[config.mk]
export PLATFORM = sky130hd
export DESIGN_NAME = fetch_sequencer
export DESIGN_NICKNAME = d
export VERILOG_FILES = /design/src/rtl/fetch_sequencer.sv
export SDC_FILE = /design/constraint.sdc
export NUM_CORES = 1
export LEC_CHECK = 0
export ABC_CLOCK_PERIOD_IN_PS = 4200
export CAP_MARGIN = 20
export CORE_UTILIZATION = 46
export CTS_BUF_LIST = sky130_fd_sc_hd__clkbuf_2
export DETAILED_ROUTE_END_ITERATION = 10
export GPL_TIMING_DRIVEN = 0
export PLACE_DENSITY_LB_ADDON = 0.15
export SETUP_SLACK_MARGIN = 0.3
export SLEW_MARGIN = 10
export SYNTH_ARGS = -nofsm -noshare
export SYNTH_HDL_FRONTEND = slang
export SYNTH_SLANG_ARGS = --single-unit
[constraint.sdc]
create_clock -name clk -period 4.2 [get_ports clk]
set_clock_uncertainty 0.1 [all_clocks]
set_input_delay 0.63 -clock clk [delete_from_list [all_inputs] [get_ports clk]]
set_output_delay 0.63 -clock clk [all_outputs]
set_load 0.01 [all_outputs]
[src/rtl/fetch_sequencer.sv]
// Program-counter and instruction-fetch sequencer: one outstanding imem request,
// valid/ready hand-off to decode, redirects override sequential fetch.
module fetch_sequencer #(
    parameter int                    ADDR_WIDTH = 12,
    parameter int                    OFFSET     = 4,
    parameter logic [ADDR_WIDTH-1:0] RESET_PC   = '0
) (
    input  logic                  clk,
    input  logic                  rst,
    output logic                  imem_req,
    output logic [ADDR_WIDTH-1:0] imem_addr,
    input  logic                  imem_ack,
    input  logic [31:0]           imem_rdata,
    input  logic                  redirect_valid,
    input  logic [ADDR_WIDTH-1:0] redirect_pc,
    output logic                  if_valid,
    input  logic                  if_ready,
    output logic [31:0]           if_instr,
    output logic [ADDR_WIDTH-1:0] if_pc,
    output logic [ADDR_WIDTH-1:0] if_incpc,
    output logic                  busy
);

    typedef enum logic [1:0] {
        S_BOOT,
        S_FETCH,
        S_DRAIN,
        S_HOLD
    } state_t;

    state_t                state;
    logic [ADDR_WIDTH-1:0] pc;
    logic [ADDR_WIDTH-1:0] pending;
    logic [ADDR_WIDTH-1:0] redir_tgt;
    logic [ADDR_WIDTH-1:0] pc_inc;
    logic [ADDR_WIDTH-1:0] drain_tgt;

    always_comb begin
        redir_tgt = redirect_pc & ~ADDR_WIDTH'(3);
        pc_inc    = pc + ADDR_WIDTH'(OFFSET);
        // a redirect landing on the stale ack beats the stored target
        drain_tgt = redirect_valid ? redir_tgt : pending;
    end

    always_ff @(posedge clk) begin
        if (rst) begin
            state     <= S_BOOT;
            pc        <= RESET_PC;
            pending   <= '0;
            imem_req  <= 1'b0;
            imem_addr <= RESET_PC;
            busy      <= 1'b0;
            if_valid  <= 1'b0;
            if_instr  <= '0;
            if_pc     <= '0;
            if_incpc  <= '0;
        end else begin
            case (state)
                S_BOOT: begin
                    state    <= S_FETCH;
                    imem_req <= 1'b1;
                    busy     <= 1'b1;
                    if (redirect_valid) begin
                        pc        <= redir_tgt;
                        imem_addr <= redir_tgt;
                    end else begin
                        imem_addr <= pc;
                    end
                end
                S_FETCH: begin
                    if (imem_ack) begin
                        if (redirect_valid) begin
                            // request stays high; the new address goes out next cycle
                            pc        <= redir_tgt;
                            imem_addr <= redir_tgt;
                        end else begin
                            if_instr <= imem_rdata;
                            if_pc    <= pc;
                            if_incpc <= pc_inc;
                            pc       <= pc_inc;
                            if_valid <= 1'b1;
                            imem_req <= 1'b0;
                            busy     <= 1'b0;
                            state    <= S_HOLD;
                        end
                    end else if (redirect_valid) begin
                        pending <= redir_tgt;
                        state   <= S_DRAIN;
                    end
                end
                S_DRAIN: begin
                    if (imem_ack) begin
                        pc        <= drain_tgt;
                        imem_addr <= drain_tgt;
                        state     <= S_FETCH;
                    end else if (redirect_valid) begin
                        pending <= redir_tgt;
                    end
                end
                S_HOLD: begin
                    if (redirect_valid) begin
                        if_valid  <= 1'b0;
                        pc        <= redir_tgt;
                        imem_addr <= redir_tgt;
                        imem_req  <= 1'b1;
                        busy      <= 1'b1;
                        state     <= S_FETCH;
                    end else if (if_ready) begin
                        if_valid  <= 1'b0;
                        imem_addr <= pc;
                        imem_req  <= 1'b1;
                        busy      <= 1'b1;
                        state     <= S_FETCH;
                    end
                end
                default: state <= S_BOOT;
            endcase
        end
    end

endmodule
==> out/summary.txt <==
GPL Wtd Cong = 0.990
Distinct cells, synth = 55
Worst path required time = 4.56 ns
Setup CP Type = reg2reg
Seq cells post-synth = 94
Area contributors post-synth = dfxtp_1, nand2_1, a21oi_1, nor2_1, clkbuf_1
Post-CTS Resized = 0
Total Wirelength = 13600 µm
Worst path top cell family by delay = simple AND/OR/NAND/NOR gates
Pint = 0.00129 W
Synthesized cell area = 4270 µm²
Status = complete, but fails checks
Seq pwr share = 0.514
Setup violators final = 0
Leakage = 1.95 nW
Slew headroom = 0.462
Initial antenna violation count = 0
Switching power = 0.000615 W
Cts hold-fix bufs = 0
CP bufs+invs = 3
Worst-case reg-to-reg path depth = 8
Vias per cell = 5.67
Register area share after synthesis = 0.441
Fin crit share = 0.657
Worst hold path class = reg2reg
Switching Fraction = 0.324
Comb pwr share = 0.241
Largest stage delay, worst path = 0.72 ns
Cells after Synth = 535
H-Tree Depth = 3
Worst Hold Path Cells = 2
EDFF count, synth = 0
Synth top area share = 0.441
Net Count, Synth = 588
Worst Max-Slew Pin Slew = 0.803 ns
Row cnt = 34
Sum Neg Setup Slack = 0 ns
Drt pass-1 iters = 9
Tot GR Track Use = 0.288
Setup slack, reg-to-reg = 1.44 ns
Crit start category = flop
Crit-path max FO = 10
CTS sink count = 94
Core area = 8850 µm²
Footprint of the multi-input gates = 2120 µm²
Grt total ovfl = 0
Asr flop ratio synth = 0
Synthesis-to-finish area growth = 32.9%
DP HPWL = 9970 µm
Worst Setup End Kind = flop
Ys flop type = dfxtp_1
Final Hold Viols = 0
Critical path arrival = 3.12 ns
CTS tree = yes
Failing checks = DRC
Placed cells = 758
Io pins = 120
Clk_lat worst skew = 0.56 ns
YS warnings = 0
Max-slew violation count = 0
FMAX = 362 MHz
FF+latch area = 1880 µm²
Power per cell area = 335 nW/µm²
ANT cells = 0
Max VDD drop = 0.239 mV
Crit Reg-Reg Startpoint = state[0]
Synth area leader = dfxtp_1
Final Critical Period = 2.76 ns
CTS root buffer = clkbuf_2
Worst path slowest cell = nor3_2
Max-Cap Viols = 0
WL/cell = 17.5 µm
CP Launch Point = state[0]
1st-iter DRT viols = 350
Die height = 98.3 µm
Worst-path cell chain = inv_1, ha_1, buf_6, o21ba_1, clkbuf_1, nor3_2, o21ai_0, o31ai_1
Final core utilization = 0.641
Non-Filler Instances = 774
Final ANT Viol Nets = 0
First-pass GRT wire length = 21800 µm
Max clock buf depth = 2
CP Depth = 8
CTS clk-pin slew, worst paths = 0.27 ns
Layout cells sized above 1 = 0.0511
Synth Area per Inst = 7.97 µm²
Post-CTS Setup Inserts = 0
Hold wc startpoint = if_instr[7]
Pin count of the biggest net entering global routing = 17
Die width = 98.3 µm
NumNets Final = 714
Vias post-DR = 4387
Vias in the first global route = 4177
Starting density of the core = 0.482
Die area = 9660 µm²
# port buffers = 115
Drt drc = 7
Clk pwr share = 0.245
Number of CTS-inserted buffers = 9
RSZ-0062 raised after global routing = no
Fill count = 824
## cell families (layout without fill, tap and decap cells)
| family | after synthesis | in the layout | synth area share |
|---|---|---|---|
| and+or+nand+nor | 200 | 200 | 0.210 |
| AOI/OAI and AO/OA | 156 | 156 | 0.231 |
| buffers and inverters | 61 | 192 | 0.0616 |
| DFF | 94 | 94 | 0.441 |
| muxes | 12 | 12 | 0.0284 |
| adders and majority gates | 4 | 4 | 0.0117 |
| xor gates and xnor gates | 8 | 8 | 0.0164 |
## metrics by stage
step                      total power [W]  worst slack, ns  hold slack (ns)  cell area, µm²
after CTS                         0.00190             1.52            0.374            5670
after detailed placement          0.00144             1.25            0.347            5550
final                             0.00190             1.44            0.370            5670
after global routing              0.00199             1.29            0.366            5670
after floorplan                   0.00124             2.12            0.352            4270
after global placement            0.00144             1.26            0.341            5550
## worst register-to-register path, delay by kind of cell (launching register included)
kind,cells,cell delay [ns]
buf+inv,3,0.49
flops,1,0.49
fa+ha+maj,1,0.21
simple gates,1,0.72
compound gates,3,0.64
## metal layers
| layer | global-route usage | vias up | wire (µm) |
|---|---|---|---|
| li1 | - | 2112 | - |
| met1 | 0.383 | 2057 | 5950 |
| met2 | 0.470 | 191 | 6320 |
| met3 | 0.0673 | 27 | 1040 |
| met4 | 0.0781 | 0 | 249 |
| met5 | 0 | - | 0 |
## cells in the mapped netlist (5+ instances only)
cell	instances
nand2_1	112
dfxtp_1	94
a21oi_1	68
nor2_1	38
clkbuf_1	36
a211oi_1	16
o21ai_0	16
mux2i_1	11
nor3_1	11
buf_2	9
inv_1	9
a22oi_1	8
nand2b_1	7
o22ai_1	7
a21boi_0	5
nand3b_1	5
o221ai_1	5
## flip-flops by register name, indices dropped and copies added (netlist names)
name       flops
if_instr      32
if_pc         12
imem_addr     12
pc            12
pending       12
if_incpc      10
state          2
busy           1
if_valid       1
## layout by cell type (no fill, tap or decap), types with 9 or more instances in the layout
master and instances:
nor3_1 11, clkdlybuf4s50_1 115, mux2i_1 11, dfxtp_1 94, buf_2 9, clkbuf_2 10, nand2_1 112, nor2_1 38
a21oi_1 68, clkbuf_1 36, inv_1 9, o21ai_0 16, a211oi_1 16
## power groups by stage
stage,sequential [W],clock [W],combinational (W)
after detailed placement,0.000993,0,0.000450
after floorplan,0.000998,0,0.000241
after global placement,0.000990,0,0.000445
final,0.000977,0.000465,0.000459
after CTS,0.000976,0.000473,0.000452
after global routing,0.000983,0.000513,0.000498
## final cells by class
| cell class | count | share of cell area |
|---|---|---|
| Inverter | 10 | 0.00662 |
| Buffer | 51 | 0.0397 |
| Tap cell | 108 | 0.0238 |
| Clock inverter | 6 | 0.0121 |
| Sequential cell | 94 | 0.332 |
| Clock buffer | 10 | 0.00882 |
| Multi-Input combinational cell | 380 | 0.374 |
| Timing Repair Buffer | 115 | 0.203 |
## path summary, 6_finish.rpt
kind | to
hold reg to reg | if_instr[7]
hold / removal | if_instr[7]
setup reg to reg | imem_addr[2]
setup / recovery | imem_addr[2]
Power figures use the tool's default switching activity.
